`src/rtl/ppu_types_pkg.sv`:
```
// rtl/ppu_types_pkg.sv - shared PPU types and VRAM layout constants
package ppu_types_pkg;

    typedef enum logic [2:0] {
        ST_IDLE,
        ST_GET_TILE,
        ST_GET_ATTR,
        ST_GET_LOW,
        ST_GET_HIGH,
        ST_PUSH
    } fetcher_state_t;

    typedef struct packed {
        logic       bg_prio;
        logic [2:0] palette;
        logic [1:0] color;
    } bg_pixel_t;

    // Bit layout matches the CGB attribute byte, MSB first.
    typedef struct packed {
        logic       prio;
        logic       yflip;
        logic       xflip;
        logic       pal_hi;
        logic       bank;
        logic [2:0] pal;
    } tile_attr_t;

    localparam logic [12:0] MAP_BASE_LO      = 13'h1800;
    localparam logic [12:0] MAP_BASE_HI      = 13'h1C00;
    localparam logic [12:0] DATA_BASE_SIGNED = 13'h1000;

    localparam int TILE_PIXELS = 8;
    localparam int PIXEL_W     = 6;

endpackage

```
`src/rtl/ppu_util_pkg.sv`:
```
// rtl/ppu_util_pkg.sv - tile data addressing and row unpacking helpers
package ppu_util_pkg;
    import ppu_types_pkg::*;

    // Byte address of one bitplane of a tile row; all arithmetic wraps at 13 bits.
    function automatic logic [12:0] tile_data_addr(
        input logic [7:0] tid,
        input logic [2:0] row,
        input logic       unsigned_mode,
        input logic       hi_byte
    );
        logic [12:0] off;
        off = {9'd0, row, hi_byte};
        if (unsigned_mode) begin
            return {1'b0, tid, 4'd0} + off;
        end
        return DATA_BASE_SIGNED + {tid[7], tid, 4'd0} + off;
    endfunction

    // Slot 0 is the leftmost pixel, i.e. bit 7 of each plane unless flipped.
    function automatic logic [TILE_PIXELS*PIXEL_W-1:0] unpack_row(
        input logic [7:0] low,
        input logic [7:0] high,
        input tile_attr_t attr
    );
        logic [TILE_PIXELS*PIXEL_W-1:0] row;
        bg_pixel_t                      px;
        row = '0;
        for (int i = 0; i < TILE_PIXELS; i++) begin
            px.bg_prio = attr.prio;
            px.palette = attr.pal;
            if (attr.xflip) begin
                px.color = {high[i], low[i]};
            end else begin
                px.color = {high[7-i], low[7-i]};
            end
            row[i*PIXEL_W +: PIXEL_W] = px;
        end
        return row;
    endfunction

endpackage

```
`src/rtl/tile_row_unpack.sv`:
```
// rtl/tile_row_unpack.sv - combinational tile row to FIFO push word
module tile_row_unpack
    import ppu_types_pkg::*;
    import ppu_util_pkg::*;
(
    input  logic [7:0]                       low,
    input  logic [7:0]                       high,
    input  tile_attr_t                       attr,
    output logic [TILE_PIXELS*PIXEL_W-1:0]   row_data
);

    // Apply flip, palette and priority to the two bitplanes.
    always_comb begin
        row_data = unpack_row(low, high, attr);
    end

endmodule

```
`src/rtl/bg_win_fetcher.sv`:
```
// rtl/bg_win_fetcher.sv - background/window tile fetcher feeding the BG FIFO
module bg_win_fetcher
    import ppu_types_pkg::*;
    import ppu_util_pkg::*;
#(
    parameter int VRAM_AW     = 13,
    parameter int MAP_W_LOG2  = 5,
    parameter int PUSH_PIXELS = 8,
    parameter int CGB_EN      = 1
) (
    input  logic                     clk,
    input  logic                     reset_n,
    input  logic                     start,
    input  logic                     stop,
    input  logic                     win_start,
    input  logic                     cgb_mode,
    input  logic [7:0]               lcdc,
    input  logic [7:0]               scx,
    input  logic [7:0]               scy,
    input  logic [7:0]               ly,
    input  logic [7:0]               win_line,
    output logic                     rd_req,
    output logic [VRAM_AW-1:0]       rd_addr,
    output logic                     rd_bank,
    input  logic                     rd_valid,
    input  logic [7:0]               rd_data,
    input  logic                     fifo_empty,
    output logic                     push,
    output logic [PUSH_PIXELS*6-1:0] push_data,
    output logic                     window_active,
    output logic [MAP_W_LOG2-1:0]    fetch_x
);

    fetcher_state_t               state_q, state_d;
    logic                         rd_req_q, rd_req_d;
    logic [VRAM_AW-1:0]           rd_addr_q, rd_addr_d;
    logic                         rd_bank_q, rd_bank_d;
    logic [7:0]                   tile_q, tile_d;
    tile_attr_t                   attr_q, attr_d;
    logic [7:0]                   low_q, low_d;
    logic [7:0]                   high_q, high_d;
    logic                         push_q, push_d;
    logic [PUSH_PIXELS*6-1:0]     push_data_q, push_data_d;
    logic                         window_active_q, window_active_d;
    logic [MAP_W_LOG2-1:0]        fetch_x_q, fetch_x_d;

    logic [7:0]                   y_sel;
    logic [12:0]                  map_base;
    logic [12:0]                  map_addr;
    logic [2:0]                   tile_row;
    logic [12:0]                  data_lo_addr;
    logic [12:0]                  data_hi_addr;
    logic [TILE_PIXELS*PIXEL_W-1:0] row_data;
    logic                         attr_fetch_en;
    logic                         unused_bits;

    assign unused_bits   = ^{lcdc[7], lcdc[5], lcdc[2:0], scx[2:0]};
    assign attr_fetch_en = (CGB_EN != 0) && cgb_mode;

    // Live address terms; only sampled into rd_addr_q on entry to a fetch state.
    always_comb begin
        y_sel        = window_active_q ? win_line : scy + ly;
        map_base     = (window_active_q ? lcdc[6] : lcdc[3]) ? MAP_BASE_HI : MAP_BASE_LO;
        map_addr     = map_base + {3'b000, y_sel[7:3], 5'b00000} + 13'(fetch_x_q);
        tile_row     = attr_q.yflip ? ~y_sel[2:0] : y_sel[2:0];
        data_lo_addr = tile_data_addr(tile_q, tile_row, lcdc[4], 1'b0);
        data_hi_addr = tile_data_addr(tile_q, tile_row, lcdc[4], 1'b1);
    end

    tile_row_unpack u_unpack (
        .low      (low_q),
        .high     (high_q),
        .attr     (attr_q),
        .row_data (row_data)
    );

    // Next-state logic: per-state read handshake, then abort/restart overrides.
    always_comb begin
        state_d         = state_q;
        rd_req_d        = rd_req_q;
        rd_addr_d       = rd_addr_q;
        rd_bank_d       = rd_bank_q;
        tile_d          = tile_q;
        attr_d          = attr_q;
        low_d           = low_q;
        high_d          = high_q;
        push_d          = 1'b0;
        push_data_d     = push_data_q;
        window_active_d = window_active_q;
        fetch_x_d       = fetch_x_q;

        case (state_q)
            ST_IDLE: begin
            end
            ST_GET_TILE: begin
                if (!rd_req_q) begin
                    rd_req_d  = 1'b1;
                    rd_addr_d = VRAM_AW'(map_addr);
                    rd_bank_d = 1'b0;
                end else if (rd_valid) begin
                    rd_req_d = 1'b0;
                    tile_d   = rd_data;
                    attr_d   = '0;
                    state_d  = attr_fetch_en ? ST_GET_ATTR : ST_GET_LOW;
                end
            end
            ST_GET_ATTR: begin
                if (!rd_req_q) begin
                    rd_req_d  = 1'b1;
                    rd_addr_d = VRAM_AW'(map_addr);
                    rd_bank_d = 1'b1;
                end else if (rd_valid) begin
                    rd_req_d = 1'b0;
                    attr_d   = rd_data;
                    state_d  = ST_GET_LOW;
                end
            end
            ST_GET_LOW: begin
                if (!rd_req_q) begin
                    rd_req_d  = 1'b1;
                    rd_addr_d = VRAM_AW'(data_lo_addr);
                    rd_bank_d = attr_q.bank;
                end else if (rd_valid) begin
                    rd_req_d = 1'b0;
                    low_d    = rd_data;
                    state_d  = ST_GET_HIGH;
                end
            end
            ST_GET_HIGH: begin
                if (!rd_req_q) begin
                    rd_req_d  = 1'b1;
                    rd_addr_d = VRAM_AW'(data_hi_addr);
                    rd_bank_d = attr_q.bank;
                end else if (rd_valid) begin
                    rd_req_d = 1'b0;
                    high_d   = rd_data;
                    state_d  = ST_PUSH;
                end
            end
            ST_PUSH: begin
                if (fifo_empty) begin
                    push_d      = 1'b1;
                    push_data_d = row_data;
                    fetch_x_d   = fetch_x_q + MAP_W_LOG2'(1);
                    state_d     = ST_GET_TILE;
                end
            end
            default: begin
                state_d  = ST_IDLE;
                rd_req_d = 1'b0;
            end
        endcase

        // Lowest priority override first so later ones win.
        if (start) begin
            state_d         = ST_GET_TILE;
            rd_req_d        = 1'b0;
            push_d          = 1'b0;
            window_active_d = 1'b0;
            fetch_x_d       = MAP_W_LOG2'(scx[7:3]);
        end
        if (win_start && (state_q != ST_IDLE)) begin
            state_d         = ST_GET_TILE;
            rd_req_d        = 1'b0;
            push_d          = 1'b0;
            window_active_d = 1'b1;
            fetch_x_d       = '0;
        end
        if (stop) begin
            state_d         = ST_IDLE;
            rd_req_d        = 1'b0;
            push_d          = 1'b0;
            window_active_d = 1'b0;
        end
    end

    // State and datapath registers.
    always_ff @(posedge clk or negedge reset_n) begin
        if (!reset_n) begin
            state_q         <= ST_IDLE;
            rd_req_q        <= 1'b0;
            rd_addr_q       <= '0;
            rd_bank_q       <= 1'b0;
            tile_q          <= '0;
            attr_q          <= '0;
            low_q           <= '0;
            high_q          <= '0;
            push_q          <= 1'b0;
            push_data_q     <= '0;
            window_active_q <= 1'b0;
            fetch_x_q       <= '0;
        end else begin
            state_q         <= state_d;
            rd_req_q        <= rd_req_d;
            rd_addr_q       <= rd_addr_d;
            rd_bank_q       <= rd_bank_d;
            tile_q          <= tile_d;
            attr_q          <= attr_d;
            low_q           <= low_d;
            high_q          <= high_d;
            push_q          <= push_d;
            push_data_q     <= push_data_d;
            window_active_q <= window_active_d;
            fetch_x_q       <= fetch_x_d;
        end
    end

    assign rd_req        = rd_req_q;
    assign rd_addr       = rd_addr_q;
    assign rd_bank       = rd_bank_q;
    assign push          = push_q;
    assign push_data     = push_data_q;
    assign window_active = window_active_q;
    assign fetch_x       = fetch_x_q;

endmodule

```
`config.mk`:
```
export PLATFORM = sky130hd
export DESIGN_NAME = bg_win_fetcher
export DESIGN_NICKNAME = d
export VERILOG_FILES = /design/src/rtl/ppu_types_pkg.sv /design/src/rtl/ppu_util_pkg.sv /design/src/rtl/tile_row_unpack.sv /design/src/rtl/bg_win_fetcher.sv
export SDC_FILE = /design/constraint.sdc
export NUM_CORES = 1
export LEC_CHECK = 0
export CAP_MARGIN = 25
export CELL_PAD_IN_SITES_DETAIL_PLACEMENT = 0
export CELL_PAD_IN_SITES_GLOBAL_PLACEMENT = 1
export CORE_UTILIZATION = 39
export DETAILED_ROUTE_END_ITERATION = 10
export GPL_TIMING_DRIVEN = 0
export HOLD_SLACK_MARGIN = 0.12
export PLACE_DENSITY_LB_ADDON = 0.05
export REMOVE_ABC_BUFFERS = 1
export SLEW_MARGIN = 40
export SYNTH_ARGS = -nofsm -noshare
export SYNTH_HDL_FRONTEND = slang
export SYNTH_HIERARCHICAL = 1
export SYNTH_SLANG_ARGS = --single-unit
export TNS_END_PERCENT = 20
```
`constraint.sdc`:
```
create_clock -name clk -period 2.1 [get_ports clk]
set_input_delay 0.63 -clock clk [delete_from_list [all_inputs] [get_ports clk]]
set_output_delay 0.63 -clock clk [all_outputs]
set_load 0.03 [all_outputs]
```
==> results of run 1 <==
## placed cells by master, fill, tap and decap left out, drive strengths merged, types with 3 or more instances in the layout
master,count
inv,7
nor3,8
mux2,40
a31oi,6
nor2,19
o31ai,3
nand2b,5
o211ai,6
dlygate4sd2,9
xnor2,9
a21o,3
ha,8
a22o,8
buf,9
dfrtp,104
dlymetal6s2s,3
clkbuf,12
o21ai,10
o21a,4
clkdlybuf4s50,104
o21bai,3
nand2,170
nor2b,5
a211oi,4
nand3,3
o211a,5
a21oi,16
## repair_timing
item	CTS	global route
gates resized for setup	23	6
buffers inserted	2	0
endpoints found under the hold margin	0	0
gates cloned	0	0
setup endpoints to repair	20	6
pin swaps	6	3
## stage by stage
stage          total power (uW)  setup TNS [ns]  hold slack [ns]  utilization, %
5_1_grt                    5020          -0.119            0.142            51.3
6_report                   4790        -0.00284            0.133            51.3
3_5_place_dp               3080          -14.66            0.461            48.4
2_1_floorplan              2680           -7.89            0.334               -
4_1_cts                    4870         -0.0533            0.130            51.1
3_3_place_gp               3060         -470.93            0.457            47.6
## where the power goes
| part | internal (uW) | switching (uW) | total [uW] |
|---|---|---|---|
| combinational | 387 | 404 | 791 |
| sequential | 2120 | 133 | 2260 |
| clock | 993 | 753 | 1750 |
| total | 3500 | 1290 | 4790 |
## per-layer routing
layer	up-vias	wire length, um	GRT usage (%)
li1	1956	-	-
met1	1878	5670	23.9
met2	101	5410	28.0
met3	11	563	3.52
met4	0	207	8.07
met5	-	0	0
## final timing paths
path | start | endpoint | cells past startpoint
setup / recovery | ly[0] | rd_addr[6] | 7
hold / removal | reset_n | push_data[10] | 1
setup reg to reg | state_q[2] | rd_addr[9] | 4
hold reg to reg | push_data[35] | push_data[35] | 2
max in group asynchronous | reset_n | tile_q[5] | 2
min in group clk | push_data[35] | push_data[35] | 2
## sequential cells by signal, indices dropped and copies added (netlist names)
register	cells
rd_bank	1
high_q	8
push	1
fetch_x	5
rd_req	1
push_data	48
state_q	3
attr_q	7
low_q	8
tile_q	8
window_active	1
rd_addr	13
## area by class of cell
type	count	area (sq um)	area share (%)
inverter	6	22.5	0.332
sequential	104	2610	38.5
clock buffer	12	256	3.78
tap	176	220	3.24
multi-input combinational	371	2360	34.8
timing repair buffer	125	1260	18.6
clock inverter	4	51.3	0.756
==> impl_metrics.csv, run 1 <==
group,metric,value,unit
sta,final-setup-viol-count,1,
place,place.detailed.hpwl,8330,um
worst_setup_path,crit_family,"compound AO/OA/AOI/OAI gates",
worst_setup_path,worst-endpoint-required,2.34,ns
floorplanning,initial_standard_cell_utilization_of_the_core,40.0,%
finish,area_growth_syn_to_layout,28.2,%
global_routing,gr-total-overflow,0,
cts,cts_root_buffer,"sky130_fd_sc_hd__clkbuf_16",
sta,setup_ws,-0.00284,ns
run,max_cap_viol_count,0,
routing,number_of_antenna_violating_nets_in_the_routed_design,0,
floorplanning,core_area,13200,sq um
worst_setup_path,setup.worst_path.class,"in -> reg",
cts,htree_num_levels,3,
cts,path_clk_slew,0.07,ns
yosys,post_synth.cell_area_avg,9.82,sq um
cts,worst_skew_pair_later_pin_latency,0.35,ns
status,run_status,"complete, but fails checks",
status,violations,"setup timing",
sta,unrepaired_setup_endpoints_after_global_routing,"true",
cts,clockBufferDepth,2,
routing,route.detailed.drc,0,
floorplanning,io-pin-count,126,
worst_setup_path,reg2reg_slack,0.12,ns
worst_setup_path,critical_path_arrival,2.34,ns
place,numPortBuffers,117,
routing,routed_wl,11900,um
finish,design.final.nets,682,
sta,tightestPinTransition,0.748,ns
worst_setup_path,critical_path_slowest_stage_cell,"sky130_fd_sc_hd__fa_2",
worst_setup_path,worst-path-buf-inv,1,
place,placedInstanceArea,6400,sq um
worst_setup_path,endpoint_kind,"flop",
yosys,ys_warn_count,6,
floorplanning,floorplan.die.width,119,um
place,placed_cells_incl_taps,780,
finish,diodes_inserted,0,
power,power_density,706,nW/um^2
cts,holdBufCountCts,0,
worst_setup_path,critical_path.startpoint_type,"input pin",
finish,stdcell_area,6790,sq um
finish,drive_above_1_share,14.6,%
global_routing,via_count_of_the_first_global_routing_pass,3934,
floorplanning,floorplan.rows,42,
sta,skew,0.0102,ns
floorplanning,fp.dieH,119,um
worst_setup_path,path_cells,"dlygate4sd2_1, ha_2, fa_2, a21o_1, a21o_1, a221o_1, o221a_2",
power,power.static_leakage,0.00317,uW
finish,n_fill_cell,1283,
routing,detailedRoute.firstPassIterationCount,4,
worst_setup_path,critPathMostFrequentCell,"sky130_fd_sc_hd__a21o_1",
sta,timing.slew.headroom,49.7,%
sta,hold_viol_final,0,
global_routing,grt_pass1_wl,19800,um
sta,timing_max_transition_violations_final,0,
cts,cts_tree,"yes",
floorplanning,floorplan.die_area,14000,sq um
worst_setup_path,cp_max_fo,3,
yosys,netlist_area,5300,sq um
routing,drt-vias-per-instance,4.94,
power,ir_worst_vdd,0.352,mV
routing,number_of_vias_after_detailed_routing,3946,
routing,starting_drc_count_in_detailed_routing,234,
global_routing,track_usage,17.9,%
cts,cts_buffers,9,
sta,achievable-frequency,0.476,GHz
worst_setup_path,critical_path.max_stage_delay,0.37,ns
sta,period_share,100,%
cts,clock-sinks,104,
global_routing,grt_start_max_net_pins,73,
min_path,hold_class,"in -> async",
place,routabilityCongestion,0.771,
sta,period_needed,2.10,ns
place,pre_cts_slack,-0.759,ns
finish,stdcell_count,798,
routing,wire_per_inst,14.9,um
global_routing,grt_antenna_before_repair,0,
yosys,syn-instance-count,539,
(Power assumes the default switching activity.)
==> inputs of run 2 (changes only) <==
--- a/config.mk
+++ b/config.mk
@@ -5,10 +5,11 @@
 export SDC_FILE = /design/constraint.sdc
 export NUM_CORES = 1
 export LEC_CHECK = 0
+export ABC_AREA = 1
 export CAP_MARGIN = 25
 export CELL_PAD_IN_SITES_DETAIL_PLACEMENT = 0
 export CELL_PAD_IN_SITES_GLOBAL_PLACEMENT = 1
-export CORE_UTILIZATION = 39
+export CORE_UTILIZATION = 37
 export DETAILED_ROUTE_END_ITERATION = 10
 export GPL_TIMING_DRIVEN = 0
 export HOLD_SLACK_MARGIN = 0.12
==> impl_metrics.csv, run 2 <==
group,metric,value,unit
worst_setup_path,ff2ff_path_depth,6,
power,p_sw_share,34.7,%
global_routing,via_count_of_the_first_global_routing_pass,4085,
worst_setup_path,setup.worst_path.class,"in -> reg",
place,place.detailed.hpwl,8580,um
power,ir_worst_vdd,0.417,mV
cts,cts_root_buffer,"sky130_fd_sc_hd__clkbuf_16",
global_routing,grt_use_met2,28.8,%
cts,htree_num_levels,3,
sta,hold_viol_final,0,
sta,tightestPinTransition,0.751,ns
cts,worst_skew_pair_later_pin_latency,0.35,ns
power,power.static_leakage,0.00331,uW
worst_setup_path,endpoint_kind,"flop",
global_routing,gr-total-overflow,0,
global_routing,global_route.usage.met3,2.78,%
finish,most-common-layout-cells,"268 x sky130_fd_sc_hd__nand2_1, 109 x sky130_fd_sc_hd__clkdlybuf4s50_1, 104 x sky130_fd_sc_hd__dfrtp_1",
place,numPortBuffers,117,
finish,largest_register_ffs,48,
global_routing,grt_pass1_wl,20500,um
power,p_int,3930,uW
routing,number_of_antenna_violating_nets_in_the_routed_design,0,
routing,detailedRoute.firstPassIterationCount,4,
power,power_switching,2090,uW
finish,area_growth_syn_to_layout,26.3,%
floorplanning,fp.dieH,121,um
sta,achievable-frequency,0.480,GHz
yosys,syn-instance-count,646,
worst_setup_path,cp_max_fo,2,
yosys,ys_warn_count,6,
power,clock_power_share,26.5,%
floorplanning,floorplan.rows,42,
routing,routed_wl,12200,um
status,run_status,"complete, no violations",
floorplanning,core_area,13500,sq um
routing,starting_drc_count_in_detailed_routing,205,
routing,wire_per_inst,13.5,um
sta,period_needed,2.08,ns
yosys,netlist_area,5210,sq um
routing,drt-vias-per-instance,4.73,
finish,drive_above_1_share,7.98,%
global_routing,track_usage,18.0,%
cts,cts_tree,"yes",
finish,mostFrequentLayoutCell,"sky130_fd_sc_hd__nand2_1",
sta,timing.slew.headroom,50.0,%
finish,design.final.nets,787,
min_path,hold_class,"in -> async",
cts,cts_buffers,9,
run,max_cap_viol_count,0,
sta,whs,0.153,ns
global_routing,grt_start_max_net_pins,66,
cts,clockBufferDepth,2,
routing,route.detailed.drc,0,
cts,clock-sinks,104,
routing,number_of_vias_after_detailed_routing,4275,
cts,holdBufCountCts,0,
power,power_density,915,nW/um^2
global_routing,groute.layer.met1.usage,24.5,%
worst_setup_path,critical_path.startpoint_type,"input pin",
worst_setup_path,worst-endpoint-required,2.33,ns
sta,period_share,99.2,%
yosys,post_synth.cell_area_avg,8.06,sq um
sta,unrepaired_setup_endpoints_after_global_routing,"true",
sta,timing_max_transition_violations_final,0,
sta,skew,0.00878,ns
power,comb_power_share,30.4,%
floorplanning,initial_standard_cell_utilization_of_the_core,38.5,%
power,power.share.sequential,43.1,%
global_routing,globalRoute.busiestLayer,"met2",
floorplanning,floorplan.die.width,121,um
floorplanning,io-pin-count,126,
finish,diodes_inserted,0,
cts,path_clk_slew,0.07,ns
place,routabilityCongestion,0.798,
worst_setup_path,critical_path_arrival,2.31,ns
sta,final-setup-viol-count,0,
global_routing,grt_antenna_before_repair,0,
sta,finalSetupTns,0,ns
floorplanning,floorplan.die_area,14500,sq um
==> run 2: area by class of cell <==
cell class / count / area, sq um
Clock buffer: 11 / 243
Fill cell: 1345 / 6930
Multi-Input combinational cell: 450 / 2090
Sequential cell: 104 / 2600
Inverter: 37 / 149
Tap cell: 176 / 220
Timing Repair Buffer: 120 / 1230
Clock inverter: 5 / 38.8
==> run 2: what timing repair did <==
item	CTS	global route
setup endpoints to repair	5	14
buffers inserted	0	1
resized for setup	5	6
==> run 2: per-stage QoR <==
stage / setup WS [ns] / std cells / instance area [sq um] / power [uW] / util, %
floorplan: -0.533 / 591 / 4820 / 3650 / -
global route: -0.0634 / 903 / 6580 / 6390 / 48.7
detailed placement: -0.372 / 886 / 6280 / 4490 / 46.5
CTS: 0.000396 / 902 / 6560 / 6110 / 48.5
finish: 0.0168 / 903 / 6580 / 6020 / 48.7
global placement: -3.67 / 884 / 6210 / 4450 / 46.0
==> run 2: power by group through the flow <==
stage	sequential (uW)	clock, uW	combinational [uW]
floorplan	3010	0	639
global placement	2620	0	1830
detailed placement	2640	0	1860
CTS	2600	1660	1860
global route	2640	1740	2010
finish	2590	1600	1830
==> run 2: metal layers <==
layer  share of wire [%]  up-vias  wire length [um]
li1                    -     2156                 -
met1                  49     2014              5950
met2                  46       91              5610
met3                 3.5       14               424
met4                 1.7        0               201
met5                   0        -                 0
==> run 2: worst max-delay path, cell delays in order <==
cell and delay, ns:
sky130_fd_sc_hd__clkdlybuf4s50_1 0.41, sky130_fd_sc_hd__ha_1 0.23, sky130_fd_sc_hd__fa_2 0.35, sky130_fd_sc_hd__nand2_1 0.10, sky130_fd_sc_hd__nand2_1 0.08, sky130_fd_sc_hd__nand3b_1 0.12, sky130_fd_sc_hd__nand2_1 0.06, sky130_fd_sc_hd__nand2_1 0.06
sky130_fd_sc_hd__nand3_1 0.10, sky130_fd_sc_hd__nand2_1 0.12, sky130_fd_sc_hd__a21boi_1 0.06
==> run 2: final timing paths <==
check	from	to	slack [ns]
max in group asynchronous	reset_n	state_q[0]	1.33
worst min-delay path	reset_n	push_data[38]	0.15
worst max-delay path	scy[0]	rd_addr[8]	0.02
worst max register to register	state_q[2]	rd_addr[4]	0.21
worst min register to register	push_data[26]	push_data[26]	0.48
min in group clk	push_data[26]	push_data[26]	0.48
==> inputs of run 3 (changes only) <==
--- a/config.mk
+++ b/config.mk
@@ -9,6 +9,7 @@
 export CAP_MARGIN = 25
 export CELL_PAD_IN_SITES_DETAIL_PLACEMENT = 0
 export CELL_PAD_IN_SITES_GLOBAL_PLACEMENT = 1
+export CORE_MARGIN = 2
 export CORE_UTILIZATION = 37
 export DETAILED_ROUTE_END_ITERATION = 10
 export GPL_TIMING_DRIVEN = 0
==> impl_metrics.csv, run 3 (same netlist as run 2, synthesis figures left out) <==
group,metric,value,unit
sta,period_share,97.0,%
cts,clockBufferDepth,2,
cts,clock-sinks,104,
sta,timing_max_transition_violations_final,0,
global_routing,via_count_of_the_first_global_routing_pass,4199,
routing,detailedRoute.firstPassIterationCount,4,
run,max_cap_viol_count,0,
routing,starting_drc_count_in_detailed_routing,226,
power,comb_power_share,29.8,%
finish,mostFrequentLayoutCell,"sky130_fd_sc_hd__nand2_1",
cts,cts_tree,"yes",
cts,htree_num_levels,3,
worst_setup_path,critical_path_slowest_stage_cell,"sky130_fd_sc_hd__clkdlybuf4s50_1",
floorplanning,io-pin-count,126,
place,numPortBuffers,117,
sta,final-setup-viol-count,0,
worst_setup_path,setup.worst_path.class,"reg -> out",
sta,tightestPinTransition,0.687,ns
sta,achievable-frequency,0.491,GHz
power,ir_worst_vdd,0.521,mV
routing,number_of_antenna_violating_nets_in_the_routed_design,0,
floorplanning,core_area,13800,sq um
power,clock_power_share,27.8,%
worst_setup_path,worst-endpoint-required,1.47,ns
cts,holdBufCountCts,0,
floorplanning,initial_standard_cell_utilization_of_the_core,37.7,%
floorplanning,floorplan.rows,43,
routing,routed_wl,12200,um
power,p_sw_share,34.6,%
worst_setup_path,critical_path.max_stage_delay,0.71,ns
finish,design.final.nets,787,
place,pre_cts_slack,-0.463,ns
global_routing,grt_pass1_wl,20600,um
global_routing,gr-total-overflow,0,
finish,drive_above_1_share,8.39,%
finish,most-common-layout-cells,"268 x sky130_fd_sc_hd__nand2_1, 108 x sky130_fd_sc_hd__clkdlybuf4s50_1, 104 x sky130_fd_sc_hd__dfrtp_1",
power,power.share.sequential,42.4,%
routing,route.detailed.drc,0,
power,p_int,4020,uW
worst_setup_path,crit_family,"buffers and inverters",
power,power_switching,2130,uW
sta,unrepaired_setup_endpoints_after_global_routing,"true",
routing,number_of_vias_after_detailed_routing,4230,
worst_setup_path,path_cells,"clkdlybuf4s50_1",
power,power.static_leakage,0.00332,uW
cts,worst_skew_pair_later_pin_latency,0.34,ns
finish,diodes_inserted,0,
worst_setup_path,critical_path.startpoint_type,"flop",
global_routing,grt_start_max_net_pins,54,
worst_setup_path,critical_path_arrival,1.41,ns
cts,cts_root_buffer,"sky130_fd_sc_hd__clkbuf_16",
routing,drt-vias-per-instance,4.66,
worst_setup_path,worst-path-buf-inv,1,
worst_setup_path,cp_max_fo,2,
sta,hold_viol_final,0,
status,run_status,"complete, no violations",
global_routing,grt_antenna_before_repair,0,
floorplanning,floorplan.die.width,123,um
cts,path_clk_slew,0.07,ns
floorplanning,floorplan.die_area,15000,sq um
sta,timing.slew.headroom,54.2,%
floorplanning,fp.dieH,123,um
finish,stdcell_count,907,
routing,wire_per_inst,13.5,um
place,placed_cells_incl_taps,890,
power,power_density,930,nW/um^2
finish,largest_register_ffs,48,
sta,period_needed,2.04,ns
place,place.detailed.hpwl,8820,um
finish,area_growth_syn_to_layout,27.0,%
cts,cts_buffers,9,
min_path,hold_class,"in -> async",
place,routabilityCongestion,0.790,
worst_setup_path,endpoint_kind,"output port",
sta,setup_ws,0.0622,ns
sta,finalSetupTns,0,ns
global_routing,track_usage,17.4,%
sta,skew,0.00814,ns
## run 3: per-layer routing
metal  global-route usage, %  part of all wire [%]
met3                    3.86                   5.1
met2                    28.6                    47
met5                       0                     0
met4                    5.17                   1.2
met1                    23.2                    46
## run 3: worst paths after layout
path / from / to / slack [ns] / cells after the start
setup / recovery: rd_addr[4] / rd_addr[4] / 0.06 / 1
hold / removal: reset_n / push_data[22] / 0.18 / 1
setup reg to reg: state_q[2] / rd_addr[11] / 0.22 / 6
hold reg to reg: push_data[13] / push_data[13] / 0.48 / 2
max in group asynchronous: reset_n / rd_addr[12] / 1.32 / 2
min in group clk: push_data[13] / push_data[13] / 0.48 / 2
## run 3: what timing repair did
item | CTS | global route
cloned | 0 | 0
buffers inserted | 0 | 1
setup endpoints to repair | 10 | 21
resized for setup | 11 | 6
## run 3: stage by stage
step | hold WS (ns) | util (%) | total power [uW] | instance area, sq um
global placement | 0.462 | 45.0 | 4460 | 6220
finish | 0.179 | 47.8 | 6150 | 6610
global route | 0.211 | 47.8 | 6540 | 6610
detailed placement | 0.466 | 45.4 | 4500 | 6280
CTS | 0.197 | 47.6 | 6230 | 6590
floorplan | 0.334 | - | 3650 | 4820
## run 3: power by group through the flow
| stage | Clock [uW] | Combinational, uW | Sequential (uW) |
|---|---|---|---|
| after floorplan | 0 | 639 | 3010 |
| after global placement | 0 | 1820 | 2640 |
| after detailed placement | 0 | 1860 | 2640 |
| after CTS | 1760 | 1860 | 2610 |
| after global routing | 1850 | 2030 | 2660 |
| final | 1710 | 1830 | 2610 |
## run 3: cell type report
class / instances / area [sq um]
multi-input combinational: 450 / 2100
timing repair buffer: 120 / 1230
sequential: 104 / 2600
inverter: 37 / 149
tap: 180 / 225
clock buffer: 9 / 225
clock inverter: 7 / 80.1
fill: 1341 / 7210
